### config.mk
export PLATFORM = sky130hd
export DESIGN_NAME = alarm_ctrl_flat
export DESIGN_NICKNAME = d
export VERILOG_FILES = /design/src/rtl/alarm_pkg.sv /design/src/rtl/alarm_if.sv /design/src/rtl/beep_gen.sv /design/src/rtl/alarm_ctrl.sv /design/src/flat_wrapper.sv
export SDC_FILE = /design/constraint.sdc
export NUM_CORES = 1
export LEC_CHECK = 0
export BUFFER_PORTS_ARGS = -buffer_cell sky130_fd_sc_hd__clkbuf_2
export CORE_UTILIZATION = 29
export CTS_CLUSTER_SIZE = 14
export DETAILED_ROUTE_END_ITERATION = 10
export GPL_TIMING_DRIVEN = 1
export PLACE_DENSITY = 0.43
export SLEW_MARGIN = 25
export SYNTH_ARGS = -nofsm -noshare
export SYNTH_HDL_FRONTEND = slang
export SYNTH_SLANG_ARGS = --single-unit
### constraint.sdc
create_clock -name clk -period 2.6 [get_ports clk]
set_input_delay 0.13 -clock clk [delete_from_list [all_inputs] [get_ports clk]]
set_output_delay 0.13 -clock clk [all_outputs]
set_load 0.005 [all_outputs]
### src/rtl/alarm_pkg.sv
// Alarm unit shared types and constants.
// State encoding and time-field wrap limits.
package alarm_pkg;

  localparam int TW = 6;

  localparam logic [TW-1:0] MIN_MAX = 6'd59;
  localparam logic [TW-1:0] HR_MAX  = 6'd23;

  typedef enum logic [1:0] {
    IDLE,
    RING,
    SNOOZE
  } state_t;

endpackage

### src/rtl/alarm_if.sv
// Alarm unit bus: time inputs, controls and
// alarm status outputs.
interface alarm_if;
  import alarm_pkg::*;

  logic          i_tick_1hz;
  logic [TW-1:0] i_sec;
  logic [TW-1:0] i_min;
  logic [TW-1:0] i_hr;
  logic          i_alarm_en;
  logic          i_set_en;
  logic          i_set_pos;
  logic          i_inc;
  logic          i_stop;
  logic          i_snooze;
  logic [TW-1:0] o_alarm_min;
  logic [TW-1:0] o_alarm_hr;
  logic          o_ringing;
  logic          o_snoozing;
  logic          o_buzz;

  modport master (
    output i_tick_1hz, i_sec, i_min, i_hr,
    output i_alarm_en, i_set_en, i_set_pos,
    output i_inc, i_stop, i_snooze,
    input  o_alarm_min, o_alarm_hr,
    input  o_ringing, o_snoozing, o_buzz
  );

  modport slave (
    input  i_tick_1hz, i_sec, i_min, i_hr,
    input  i_alarm_en, i_set_en, i_set_pos,
    input  i_inc, i_stop, i_snooze,
    output o_alarm_min, o_alarm_hr,
    output o_ringing, o_snoozing, o_buzz
  );

endinterface

### src/rtl/beep_gen.sv
// Square-wave beep generator; starts high on
// restart, toggles every BEEP_HALF cycles.
module beep_gen #(
  parameter int BEEP_HALF = 12_500_000
) (
  input  logic clk,
  input  logic rst,
  input  logic enable,
  input  logic restart,
  output logic wave
);

  localparam logic [31:0] HALF_LAST =
    32'(BEEP_HALF - 1);

  logic [31:0] cnt;

  // Phase counter and output; held low when disabled.
  always_ff @(posedge clk or posedge rst) begin
    if (rst) begin
      cnt  <= '0;
      wave <= 1'b0;
    end else if (restart) begin
      cnt  <= '0;
      wave <= 1'b1;
    end else if (!enable) begin
      cnt  <= '0;
      wave <= 1'b0;
    end else if (cnt == HALF_LAST) begin
      cnt  <= '0;
      wave <= ~wave;
    end else begin
      cnt  <= cnt + 32'd1;
    end
  end

endmodule

### src/rtl/alarm_ctrl.sv
// Alarm controller: alarm-time edit, match
// trigger, ring/snooze FSM and buzzer gating.
module alarm_ctrl
  import alarm_pkg::*;
#(
  parameter int RING_SEC   = 60,
  parameter int SNOOZE_MIN = 5,
  parameter int BEEP_HALF  = 12_500_000
) (
  input  logic    clk,
  input  logic    rst,
  alarm_if.slave  bus
);

  localparam logic [7:0]  RING_LAST =
    8'(RING_SEC - 1);
  localparam logic [11:0] SNZ_LOAD  =
    12'(SNOOZE_MIN * 60);

  state_t        state;
  state_t        state_d;
  logic [7:0]    ring_cnt;
  logic [11:0]   snz_cnt;
  logic [TW-1:0] al_min;
  logic [TW-1:0] al_hr;
  logic          ringing;
  logic          snoozing;
  logic          buzz;
  logic          tick;
  logic          match;
  logic          ring_d;
  logic          ring_start;

  assign tick  = bus.i_tick_1hz;
  assign match = tick
              && bus.i_hr  == al_hr
              && bus.i_min == al_min
              && bus.i_sec == '0;

  // Next state with enable > stop > snooze > tick priority.
  always_comb begin
    state_d = state;
    if (!bus.i_alarm_en) begin
      state_d = IDLE;
    end else if (bus.i_stop) begin
      state_d = IDLE;
    end else begin
      unique case (state)
        IDLE: begin
          if (match) state_d = RING;
        end
        RING: begin
          if (bus.i_snooze)
            state_d = SNOOZE;
          else if (tick && ring_cnt == RING_LAST)
            state_d = IDLE;
        end
        SNOOZE: begin
          if (tick && snz_cnt == 12'd1)
            state_d = RING;
        end
        default: state_d = IDLE;
      endcase
    end
  end

  assign ring_d     = (state_d == RING);
  assign ring_start = ring_d && (state != RING);

  // FSM state, ring/snooze counters, status outputs.
  always_ff @(posedge clk or posedge rst) begin
    if (rst) begin
      state    <= IDLE;
      ring_cnt <= '0;
      snz_cnt  <= '0;
      ringing  <= 1'b0;
      snoozing <= 1'b0;
    end else begin
      state    <= state_d;
      ringing  <= ring_d;
      snoozing <= (state_d == SNOOZE);
      if (ring_start)
        ring_cnt <= '0;
      else if (state == RING && tick)
        ring_cnt <= ring_cnt + 8'd1;
      if (state == RING && state_d == SNOOZE)
        snz_cnt <= SNZ_LOAD;
      else if (state == SNOOZE && tick)
        snz_cnt <= snz_cnt - 12'd1;
    end
  end

  // Alarm-time edit; fields wrap without carry.
  always_ff @(posedge clk or posedge rst) begin
    if (rst) begin
      al_min <= '0;
      al_hr  <= '0;
    end else if (bus.i_set_en && bus.i_inc) begin
      if (bus.i_set_pos)
        al_hr  <= (al_hr == HR_MAX)
                ? '0 : al_hr + 6'd1;
      else
        al_min <= (al_min == MIN_MAX)
                ? '0 : al_min + 6'd1;
    end
  end

  beep_gen #(
    .BEEP_HALF (BEEP_HALF)
  ) u_beep (
    .clk     (clk),
    .rst     (rst),
    .enable  (ring_d),
    .restart (ring_start),
    .wave    (buzz)
  );

  assign bus.o_alarm_min = al_min;
  assign bus.o_alarm_hr  = al_hr;
  assign bus.o_ringing   = ringing;
  assign bus.o_snoozing  = snoozing;
  assign bus.o_buzz      = buzz;

endmodule

### src/flat_wrapper.sv
// flat-port wrapper written by rule: the top's interface ports become plain ports
module alarm_ctrl_flat import alarm_pkg::*;
#(
  parameter int RING_SEC   = 60,
  parameter int SNOOZE_MIN = 5,
  parameter int BEEP_HALF  = 12_500_000
)
  (clk, rst, bus_i_tick_1hz, bus_i_sec, bus_i_min, bus_i_hr, bus_i_alarm_en, bus_i_set_en, bus_i_set_pos, bus_i_inc, bus_i_stop, bus_i_snooze, bus_o_alarm_min, bus_o_alarm_hr, bus_o_ringing, bus_o_snoozing, bus_o_buzz);
  alarm_if bus_i ();
  input  logic clk;
  input  logic rst;
  input wire logic [$bits(bus_i.i_tick_1hz)-1:0] bus_i_tick_1hz;
  input wire logic [$bits(bus_i.i_sec)-1:0] bus_i_sec;
  input wire logic [$bits(bus_i.i_min)-1:0] bus_i_min;
  input wire logic [$bits(bus_i.i_hr)-1:0] bus_i_hr;
  input wire logic [$bits(bus_i.i_alarm_en)-1:0] bus_i_alarm_en;
  input wire logic [$bits(bus_i.i_set_en)-1:0] bus_i_set_en;
  input wire logic [$bits(bus_i.i_set_pos)-1:0] bus_i_set_pos;
  input wire logic [$bits(bus_i.i_inc)-1:0] bus_i_inc;
  input wire logic [$bits(bus_i.i_stop)-1:0] bus_i_stop;
  input wire logic [$bits(bus_i.i_snooze)-1:0] bus_i_snooze;
  output wire logic [$bits(bus_i.o_alarm_min)-1:0] bus_o_alarm_min;
  output wire logic [$bits(bus_i.o_alarm_hr)-1:0] bus_o_alarm_hr;
  output wire logic [$bits(bus_i.o_ringing)-1:0] bus_o_ringing;
  output wire logic [$bits(bus_i.o_snoozing)-1:0] bus_o_snoozing;
  output wire logic [$bits(bus_i.o_buzz)-1:0] bus_o_buzz;
  assign bus_i.i_tick_1hz = bus_i_tick_1hz;
  assign bus_i.i_sec = bus_i_sec;
  assign bus_i.i_min = bus_i_min;
  assign bus_i.i_hr = bus_i_hr;
  assign bus_i.i_alarm_en = bus_i_alarm_en;
  assign bus_i.i_set_en = bus_i_set_en;
  assign bus_i.i_set_pos = bus_i_set_pos;
  assign bus_i.i_inc = bus_i_inc;
  assign bus_i.i_stop = bus_i_stop;
  assign bus_i.i_snooze = bus_i_snooze;
  assign bus_o_alarm_min = bus_i.o_alarm_min;
  assign bus_o_alarm_hr = bus_i.o_alarm_hr;
  assign bus_o_ringing = bus_i.o_ringing;
  assign bus_o_snoozing = bus_i.o_snoozing;
  assign bus_o_buzz = bus_i.o_buzz;
  alarm_ctrl #(.RING_SEC(RING_SEC), .SNOOZE_MIN(SNOOZE_MIN), .BEEP_HALF(BEEP_HALF)) u_core (.clk(clk), .rst(rst), .bus(bus_i));
endmodule
==> flow_summary_export.csv, run 1 <==
group,metric,value,unit
route,antenna_left,0,
logic_synthesis,ys_ff_latch,69,
pwr,p_switching,0.6704,mW
timing,clock_skew,0.003756,ns
logic_synthesis,post_synth_num_cell_types,45,
placed_design,dp_hpwl,5447,um
pwr,clockPowerShare,42.4,%
die,die_w,116.8,um
timing,fin_tns_setup,0,ns
timing,slew_headroom,56.62,%
logic_synthesis,syn_area,3820,um2
timing,clock.fmax,0.4444,GHz
worst_setup_path,critPathKind,"register to register",
timing,fin_crit,2.250,ns
timing,setup_viol,0,
die,ioPinCount,42,
global_routing,grt_use_total,13.34,%
global_routing,grt_pass1_vias,2780,
logic_synthesis,netlist_instances,370,
pwr,power_density,588.2,nW/um2
logic_synthesis,async_flop_share,100.0,%
route,vias,2749,
cells_and_area,layout.nets,446,
cells_and_area,fillers,1317,
die,start_util,30.03,%
clock_network,clk_path_buf_depth,2,
route,drtIter0Drc,65,
pwr,irDropWorstVdd,370.9,uV
pwr,p_leak,1.955,nW
clock_network,path_clk_slew,0.05,ns
logic_synthesis,synthFlopType,"dfrtp_1",
route,finalWirelength,8087,um
logic_synthesis,synth_nets,403,
worst_setup_path,path_max_fanout,19,
cells_and_area,n_antenna_cell,0,
hold_path,worstHoldPathType,"primary input to register",
placed_design,dpl.cell_count,573,
flow_run,max-cap-violations,0,
timing,hold_viol,0,
worst_setup_path,worstSetupEndpointType,"register",
clock_network,htreeDepth,3,
worst_setup_path,crit_arrival,2.49,ns
pwr,pwr-share-comb,10.9,%
worst_setup_path,cp.required,2.84,ns
pwr,power.share.switching,25.26,%
clock_network,cts_tree,"yes",
global_routing,grt_pass1_wl,13860,um
logic_synthesis,synth_edf_count,0,
route,firstDrtPassIters,4,
die,fp-row-count,41,
timing,grt_setup_unrepaired,"false",
clock_network,cts_buffers,9,
die,die_y,116.8,um
placed_design,pre_cts_slack,0.2879,ns
placed_design,finalWeightedCongestion,0.7081,
route,drc,0,
die,core-area,12720,um2
cells_and_area,area_growth,18.11,%
logic_synthesis,yosysSeqAreaShare,45.20,%
logic_synthesis,syn_area_per_cell,10.32,um2
clock_network,cts.sinks,69,
route,viasPerCell,4.659,
logic_synthesis,yosys_warnings,0,
clock_network,postCtsSetupRepairBufs,0,
pwr,seq_power_share,46.7,%
route,wire_per_inst,13.71,um
pwr,internal_power,1.984,mW
global_routing,grt_overflow,0,
global_routing,grt_start_max_net_pins,46,
timing,drv_slew,0,
timing,worst_pin_slew,0.6482,ns
global_routing,antenna_found_initial,0,
cells_and_area,drive_gt1_share,23.21,%
timing,fin_crit_sh,86.55,%
timing,setup_slack,0.3496,ns
clock_network,worstSkewPairLatency,0.32,ns
placed_design,portBuffers,41,
status,status,"finished, final reports clean",
cells_and_area,instances_no_fill,590,
worst_setup_path,worstSetupStartpointType,"register",
die,die_area,13640,um2
cells_and_area,utilization,35.46,%
clock_network,cts-root-buf,"clkbuf_16",
## routing by layer
metal | share of wire, % | global-route usage (%)
met5 | 0 | 0
met4 | 1.2 | 3.797
met3 | 2.3 | 3.656
met2 | 48 | 21.85
met1 | 49 | 17.27
## cells in the final DEF (no fill, tap or decap), drive strengths merged, types with 2 or more instances in the layout
cell and instances:
a21o 2, a21oi 6, and2 2, and3 14, and4 9, buf 5, clkbuf 56, dfrtp 69
ha 6, inv 7, nand2 27, nand2b 5, nand3 26, nand3b 5, nand4 12, nor2 25
nor2b 4, nor3 37, nor4 5, nor4b 4, o21a 2, o21ai 9, o31ai 2, or2 2
or3 2, xnor2 24, xor2 37
## synthesized netlist by cell type, types with 2 or more instances
master | instances | share of area (%)
a21o_1 | 2 | 0.39
a21oi_1 | 6 | 0.79
and2_1 | 2 | 0.33
and3_1 | 14 | 2.3
and4_1 | 9 | 2.1
buf_2 | 2 | 0.26
buf_4 | 2 | 0.39
buf_6 | 3 | 0.88
clkbuf_1 | 8 | 0.79
dfrtp_1 | 69 | 45
ha_1 | 6 | 2.0
inv_1 | 7 | 0.69
nand2_1 | 27 | 2.7
nand2b_1 | 5 | 0.82
nand3_1 | 26 | 3.4
nand3b_1 | 5 | 0.98
nand4_1 | 12 | 2.0
nor2_1 | 25 | 2.5
nor2b_1 | 4 | 0.65
nor3_1 | 10 | 1.3
nor3_2 | 27 | 7.1
nor4_1 | 3 | 0.49
nor4_4 | 2 | 1.1
nor4b_1 | 3 | 0.69
o21a_1 | 2 | 0.39
o21ai_0 | 8 | 1.0
o31ai_1 | 2 | 0.39
or2_2 | 2 | 0.33
or3_1 | 2 | 0.33
xnor2_1 | 24 | 5.5
xor2_1 | 37 | 8.5
## final timing paths
check                                          start                        to  slack (ns)  depth (start not counted)
worst max-delay path                 u_core.state[0]     u_core.u_beep.cnt[31]        0.35                          6
worst min-delay path                  bus_i_tick_1hz        u_core.ring_cnt[1]        0.15                          3
worst max register to register       u_core.state[0]     u_core.u_beep.cnt[31]        0.35                          6
worst min register to register  u_core.u_beep.cnt[0]      u_core.u_beep.cnt[0]        0.47                          1
max in group asynchronous                        rst      u_core.u_beep.cnt[0]        1.49                          4
min in group asynchronous                        rst  u_core.bus.o_alarm_hr[2]        0.44                          3
## per-stage QoR
| stage | instance area (um2) | hold slack (ns) | power (mW) |
|---|---|---|---|
| floorplan | 3820 | 0.2722 | 1.417 |
| global placement | 4229 | 0.2510 | 1.552 |
| detailed placement | 4229 | 0.2480 | 1.553 |
| CTS | 4512 | 0.1349 | 2.714 |
| global route | 4512 | 0.1681 | 2.794 |
| finish | 4512 | 0.1505 | 2.654 |
## timing repair
item | CTS | global route
hold buffers | 1 | 0
resized for setup | 0 | 0
hold endpoints to repair | 24 | 0
## logic make-up (layout without fill, tap and decap cells)
kind of cell | count (synthesis) | after routing | synth area share [%]
AND/OR/NAND/NOR | 184 | 184 | 30.53
flip-flops | 69 | 69 | 45.20
XOR/XNOR | 61 | 61 | 13.99
AO/OA/AOI/OAI | 27 | 27 | 5.012
buffers and inverters | 22 | 70 | 3.013
adder cells (fa/ha/maj) | 6 | 6 | 1.965
multiplexers | 1 | 1 | 0.2948
## flip-flops by register name, summed over array words and instances (netlist names)
register	cells
u_core.bus.o_alarm_min	6
u_core.state	2
u_core.snz_cnt	12
u_core.u_beep.cnt	32
u_core.u_beep.wave	1
u_core.bus.o_ringing	1
u_core.bus.o_snoozing	1
u_core.ring_cnt	8
u_core.bus.o_alarm_hr	6
## power by group through the flow
stage	clock, mW	combinational [mW]	sequential (mW)
final	1.13	0.288	1.24
after global routing	1.21	0.329	1.25
after CTS	1.18	0.296	1.24
after detailed placement	0	0.292	1.26
after global placement	0	0.291	1.26
after floorplan	0	0.192	1.22
## cell type report
cell class	count	area, um2	share of cell area, %
Timing Repair Buffer	47	290.3	6.434
Sequential cell	69	1727	38.27
Clock inverter	1	5.005	0.1109
Multi-Input combinational cell	279	1981	43.90
Clock buffer	15	267.8	5.935
Inverter	7	26.28	0.5824
Tap cell	172	215.2	4.770
## worst max-delay path: stages (launching register included)
cell	delay, ns
dfrtp_1	0.47
nor4b_2	0.40
nand4_1	0.19
nor4_4	0.42
o21ai_4	0.25
buf_12	0.24
nor3_1	0.18
No activity file was read; power rests on OpenSTA's default activity.
==> inputs of run 2 (changes only) <==
--- a/config.mk
+++ b/config.mk
@@ -6,6 +6,7 @@
 export NUM_CORES = 1
 export LEC_CHECK = 0
 export BUFFER_PORTS_ARGS = -buffer_cell sky130_fd_sc_hd__clkbuf_2
+export CORE_MARGIN = 1.5
 export CORE_UTILIZATION = 29
 export CTS_CLUSTER_SIZE = 14
 export DETAILED_ROUTE_END_ITERATION = 10
==> flow_summary_export.csv, run 2 (synthesized netlist as in run 1, its figures left out) <==
group,metric,value,unit
timing,drv_slew,0,
cells_and_area,final_cell_mix,"69 x dfrtp_1, 41 x clkbuf_2, 37 x xor2_1",
pwr,p_leak,1.954,nW
global_routing,antenna_found_initial,0,
hold_path,hold_depth,3,
pwr,p_switching,0.6819,mW
worst_setup_path,r2r-start,"u_core.state[0]",
pwr,power_density,595.1,nW/um2
clock_network,postCtsSetupRepairBufs,0,
clock_network,clk_path_buf_depth,2,
placed_design,pre_cts_slack,0.2698,ns
route,antenna_left,0,
pwr,power.share.switching,25.40,%
die,start_util,30.03,%
die,die_y,117.8,um
clock_network,cts_resized,0,
clock_network,cts-root-buf,"clkbuf_16",
route,drtIter0Drc,101,
cells_and_area,multi_input_area,1981,um2
worst_setup_path,r2r.worst_path.cells,6,
die,fp-row-count,41,
worst_setup_path,path_max_fanout,18,
hold_path,worstHoldPathType,"primary input to register",
placed_design,portBuffers,41,
cells_and_area,largest_register_ffs,32,
worst_setup_path,crit_cells,6,
timing,clock.fmax,0.4439,GHz
route,drc,0,
cells_and_area,layout.nets,445,
clock_network,holdBufCountCts,1,
worst_setup_path,startpoint,"u_core.state[0]",
clock_network,cts_tree,"yes",
timing,clock_skew,0.004297,ns
route,firstDrtPassIters,4,
clock_network,cts_buffers,9,
timing,grt_setup_unrepaired,"false",
worst_setup_path,critPathKind,"register to register",
worst_setup_path,critical_path_buf_inv_count,1,
clock_network,path_clk_slew,0.05,ns
cells_and_area,top_regs,"u_core.u_beep.cnt x32, u_core.snz_cnt x12, u_core.ring_cnt x8",
cells_and_area,fillers,1327,
timing,setup_viol,0,
die,ioPinCount,42,
cells_and_area,regMostFlops,"u_core.u_beep.cnt",
pwr,clockPowerShare,43.1,%
worst_setup_path,path_delay_family,"simple AND/OR/NAND/NOR gates",
die,die_w,117.8,um
route,finalWirelength,8255,um
clock_network,worstSkewPairLatency,0.33,ns
worst_setup_path,cp-endpoint,"u_core.u_beep.cnt[3]",
route,wire_per_inst,14.04,um
timing,hold_viol,0,
flow_run,max-cap-violations,0,
global_routing,grt_pass1_vias,2760,
worst_setup_path,rrSetupSlack,0.35,ns
worst_setup_path,r2r_end,"u_core.u_beep.cnt[3]",
route,viasPerCell,4.752,
clock_network,cts.sinks,69,
worst_setup_path,crit_arrival,2.50,ns
worst_setup_path,cp.required,2.85,ns
pwr,seq_power_share,46.3,%
timing,setup_slack,0.3474,ns
worst_setup_path,crit_slowest_cell,"dfrtp_1",
timing,slew_headroom,51.25,%
worst_setup_path,crit_chain,"nor4b_2 -> nand4_1 -> nor4_4 -> o21ai_4 -> buf_12 -> nor3_1",
pwr,pwr-share-comb,10.7,%
die,core-area,12720,um2
pwr,irDropWorstVdd,336.2,uV
placed_design,dp_hpwl,5581,um
cells_and_area,ff_latch_area,1727,um2
status,status,"finished, final reports clean",
worst_setup_path,worstSetupEndpointType,"register",
die,die_area,13870,um2
cells_and_area,area_growth,18.08,%
global_routing,grt_overflow,0,
clock_network,htreeDepth,3,
global_routing,grt_use_total,12.69,%
global_routing,grt_pass1_wl,13960,um
timing,fin_crit,2.253,ns
route,vias,2794,
timing,worst_pin_slew,0.7284,ns
cells_and_area,final_common_cell,"dfrtp_1",
placed_design,finalWeightedCongestion,0.7358,
cells_and_area,drive_gt1_share,23.32,%
timing,fin_tns_setup,0,ns
worst_setup_path,slowest_delay,0.46,ns
global_routing,grt_start_max_net_pins,43,
worst_setup_path,worstSetupStartpointType,"register",
pwr,internal_power,2.003,mW
timing,fin_crit_sh,86.64,%
cells_and_area,n_antenna_cell,0,
run 2: metal layers:
layer,up-vias,GRT usage (%),routed length [um]
met5,-,0,0
met4,0,3.887,103
met3,8,4.506,245
met2,30,20.29,3987
met1,1374,16.06,3920
li1,1382,-,-
run 2: per-stage QoR:
stage	total power [mW]	utilization, %	instance area (um2)	instances	hold slack, ns
after floorplan	1.417	-	3820	370	0.2722
after global placement	1.550	33.18	4222	572	0.2468
after detailed placement	1.554	33.18	4222	572	0.2527
after CTS	2.746	35.45	4511	588	0.1307
after global routing	2.833	35.45	4511	588	0.1532
final	2.684	35.45	4511	588	0.1363
run 2: tightest hold or removal path, cell delays in order:
cell and delay [ns]:
clkbuf_2 0.11, nand3_1 0.13, nand2_1 0.06
run 2: area by class of cell:
type	instances	share of cell area [%]
multi-input cells	279	43.91
flip-flops and latches	69	38.28
repair buffers	46	6.269
clock buffers	14	6.075
well taps	172	4.771
inverters	7	0.5825
clock inverters	1	0.1110
run 2: worst min path at each step:
stage,start,endpoint,slack [ns]
6_report,bus_i_snooze,u_core.snz_cnt[8],0.14
4_1_cts,bus_i_snooze,u_core.snz_cnt[8],0.13
3_3_place_gp,rst,u_core.bus.o_alarm_hr[5],0.25
5_1_grt,bus_i_tick_1hz,u_core.ring_cnt[1],0.15
2_1_floorplan,bus_i_tick_1hz,u_core.ring_cnt[1],0.27
3_5_place_dp,rst,u_core.bus.o_alarm_min[4],0.25
run 2: power groups by stage:
| stage | clock network [mW] | registers [mW] | logic [mW] |
|---|---|---|---|
| after floorplan | 0 | 1.22 | 0.192 |
| after global placement | 0 | 1.26 | 0.292 |
| after detailed placement | 0 | 1.26 | 0.291 |
| after CTS | 1.21 | 1.24 | 0.294 |
| after global routing | 1.25 | 1.26 | 0.325 |
| final | 1.16 | 1.24 | 0.287 |
==> inputs of run 3 (changes only) <==
--- a/config.mk
+++ b/config.mk
@@ -6,7 +6,8 @@
 export NUM_CORES = 1
 export LEC_CHECK = 0
 export BUFFER_PORTS_ARGS = -buffer_cell sky130_fd_sc_hd__clkbuf_2
-export CORE_MARGIN = 1.5
+export CORE_ASPECT_RATIO = 0.6
+export CORE_MARGIN = 5
 export CORE_UTILIZATION = 29
 export CTS_CLUSTER_SIZE = 14
 export DETAILED_ROUTE_END_ITERATION = 10
@@ -15,4 +16,5 @@
 export SLEW_MARGIN = 25
 export SYNTH_ARGS = -nofsm -noshare
 export SYNTH_HDL_FRONTEND = slang
+export SYNTH_HIERARCHICAL = 1
 export SYNTH_SLANG_ARGS = --single-unit
==> flow_summary_export.csv, run 3 <==
group,metric,value,unit
placed_design,finalWeightedCongestion,0.7675,
cells_and_area,regMostFlops,"u_core/u_beep/cnt",
timing,clock_skew,0.007736,ns
global_routing,grt_start_max_net_pins,37,
timing,hold_viol,0,
placed_design,dpl.cell_count,583,
hold_path,worstHoldPathType,"primary input to register",
clock_network,cts_buffers,9,
timing,setup_viol,0,
cells_and_area,fin_area,4544,um2
logic_synthesis,synth_top_cell_by_area,"dfrtp_1",
logic_synthesis,yosys.area_share.simple,28.03,%
worst_setup_path,r2r-start,"u_core/snz_cnt[1]",
logic_synthesis,synthFlopType,"dfrtp_1",
timing,fin_crit,2.468,ns
logic_synthesis,syn_area_per_cell,9.896,um2
status,status,"finished, final reports clean",
logic_synthesis,ys_top_cells_by_count,"69 x dfrtp_1, 56 x nor2_1, 37 x xnor2_1, 27 x nand3_1, 26 x nand2_1",
cells_and_area,area_growth,23.12,%
worst_setup_path,startpoint,"u_core/snz_cnt[1]",
flow_run,max-cap-violations,0,
route,firstDrtPassIters,4,
route,drtIter0Drc,125,
cells_and_area,final_cell_mix,"69 x dfrtp_1, 56 x nor2_1, 41 x clkbuf_2",
logic_synthesis,ys_ff_latch,69,
logic_synthesis,synth_top_family_by_area,"simple AND/OR/NAND/NOR gates",
pwr,power_density,663.6,nW/um2
logic_synthesis,syn_area,3691,um2
global_routing,grt_overflow,0,
route,vias,2811,
logic_synthesis,synthTopCellsByArea,"dfrtp_1 47%, xnor2_1 8.8%, nor2_1 5.7%, xor2_1 5.5%, nand3_1 3.7%",
clock_network,cts_tree,"yes",
die,die_area,15160,um2
logic_synthesis,synth_xor_area_share,14.24,%
worst_setup_path,crit_arrival,2.71,ns
clock_network,worstSkewPairLatency,0.33,ns
cells_and_area,layout.nets,464,
timing,worst_pin_slew,0.5880,ns
logic_synthesis,synth_top_area_share,46.78,%
cells_and_area,fillers,1283,
logic_synthesis,synth-compound-area-share,5.424,%
clock_network,cts-root-buf,"clkbuf_16",
logic_synthesis,synth_nets,406,
cells_and_area,n_antenna_cell,0,
global_routing,grt_use_total,12.28,%
die,fp-row-count,31,
worst_setup_path,worstSetupStartpointType,"register",
die,core-area,12260,um2
logic_synthesis,synth_edf_count,0,
clock_network,htreeDepth,3,
cells_and_area,largest_register_ffs,32,
cells_and_area,top_regs,"u_core/u_beep/cnt x32, u_core/snz_cnt x12, u_core/ring_cnt x8",
route,drc,0,
logic_synthesis,yosys_warnings,6,
placed_design,portBuffers,41,
logic_synthesis,yosysSeqAreaShare,46.78,%
logic_synthesis,synthMuxAreaShare,0.3051,%
global_routing,grt_pass1_vias,2867,
clock_network,path_clk_slew,0.06,ns
timing,clock.fmax,0.4051,GHz
timing,fin_crit_sh,94.94,%
worst_setup_path,cp.required,2.85,ns
cells_and_area,final_common_cell,"dfrtp_1",
logic_synthesis,synth.most_common_cell,"dfrtp_1",
route,wire_per_inst,14.28,um
cells_and_area,drive_gt1_share,21.33,%
global_routing,grt_pass1_wl,14990,um
route,finalWirelength,8583,um
timing,fin_tns_setup,0,ns
die,die_y,97.39,um
die,ioPinCount,42,
cells_and_area,utilization,37.08,%
route,viasPerCell,4.677,
worst_setup_path,worstSetupEndpointType,"register",
placed_design,dp_hpwl,6361,um
placed_design,place_area,4169,um2
global_routing,antenna_found_initial,0,
logic_synthesis,async_flop_share,100.0,%
logic_synthesis,post_synth_num_cell_types,52,
die,start_util,30.11,%
cells_and_area,instances_no_fill,601,
hold_path,min-delay-start,"bus_i_snooze",
pwr,irDropWorstVdd,405.4,uV
clock_network,cts.sinks,69,
logic_synthesis,synth_fa_ha_area_share,2.034,%
timing,slew_headroom,60.65,%
logic_synthesis,netlist_instances,373,
route,antenna_left,0,
worst_setup_path,critPathKind,"register to register",
timing,grt_setup_unrepaired,"false",
timing,drv_slew,0,
die,die_w,155.6,um
clock_network,clk_path_buf_depth,2,
pwr,p_leak,2.007,nW
worst_setup_path,path_max_fanout,31,
## run 3: final cells by class
| class | instances | area [um2] | share of cell area [%] |
|---|---|---|---|
| inverters | 12 | 58.81 | 1.294 |
| flip-flops and latches | 69 | 1727 | 38.00 |
| multi-input cells | 281 | 1863 | 41.00 |
| clock inverters | 4 | 95.09 | 2.093 |
| well taps | 165 | 206.4 | 4.543 |
| clock buffers | 12 | 246.5 | 5.424 |
| repair buffers | 58 | 347.8 | 7.654 |
## run 3: kinds of logic after synthesis
family | count (synthesis)
multiplexers | 1
flip-flops | 69
XOR/XNOR | 60
buffers and inverters | 23
adder cells (fa/ha/maj) | 6
AO/OA/AOI/OAI | 30
AND/OR/NAND/NOR | 184
## run 3: per-layer routing
| metal | vias up | track usage, % | wire [um] |
|---|---|---|---|
| met1 | 1356 | 19.48 | 4859 |
| met4 | 0 | 3.699 | 95 |
| met5 | - | 0 | 0 |
| li1 | 1411 | - | - |
| met2 | 35 | 15.85 | 3385 |
| met3 | 9 | 3.160 | 243 |
## run 3: per-stage QoR
step	hold slack (ns)	worst slack [ns]	power, mW
after global routing	0.1647	0.005441	3.178
after global placement	0.2472	0.1946	1.611
after floorplan	0.2589	0.1790	1.420
after CTS	0.1153	0.1046	3.071
final	0.1428	0.1316	3.016
after detailed placement	0.2555	0.1199	1.619
## run 3: critical path, stage by stage (launching register included)
cell	delay, ns
dfrtp_1	0.40
inv_1	0.11
ha_1	0.15
or3b_2	0.48
nor4_4	0.19
a31oi_2	0.16
a21oi_2	0.17
or3b_1	0.41
buf_12	0.19
a21oi_1	0.14
## run 3: worst paths after layout
kind | end | cells past startpoint | slack (ns)
worst max-delay path | u_core/u_beep/cnt[21] | 9 | 0.13
worst min-delay path | u_core/state[1] | 3 | 0.14
worst max register to register | u_core/u_beep/cnt[21] | 9 | 0.13
worst min register to register | u_core/u_beep/cnt[0] | 1 | 0.49
max in group asynchronous | u_core/ring_cnt[4] | 4 | 1.80
min in group asynchronous | u_core/u_beep/cnt[0] | 4 | 0.43
## run 3: repair_timing
action	CTS	global route
resized for setup	0	4
endpoints found under the hold margin	69	0
hold buffers	1	0
buffers inserted	0	1
endpoints found under the setup margin	0	31
## run 3: power breakdown
part | leakage, nW | switching, mW | internal (mW) | total, mW
Sequential | 0.951 | 0.0746 | 1.13 | 1.21
Clock | 0.167 | 0.455 | 0.962 | 1.42
Combinational | 0.890 | 0.193 | 0.197 | 0.390
Total | 2.01 | 0.722 | 2.29 | 3.02
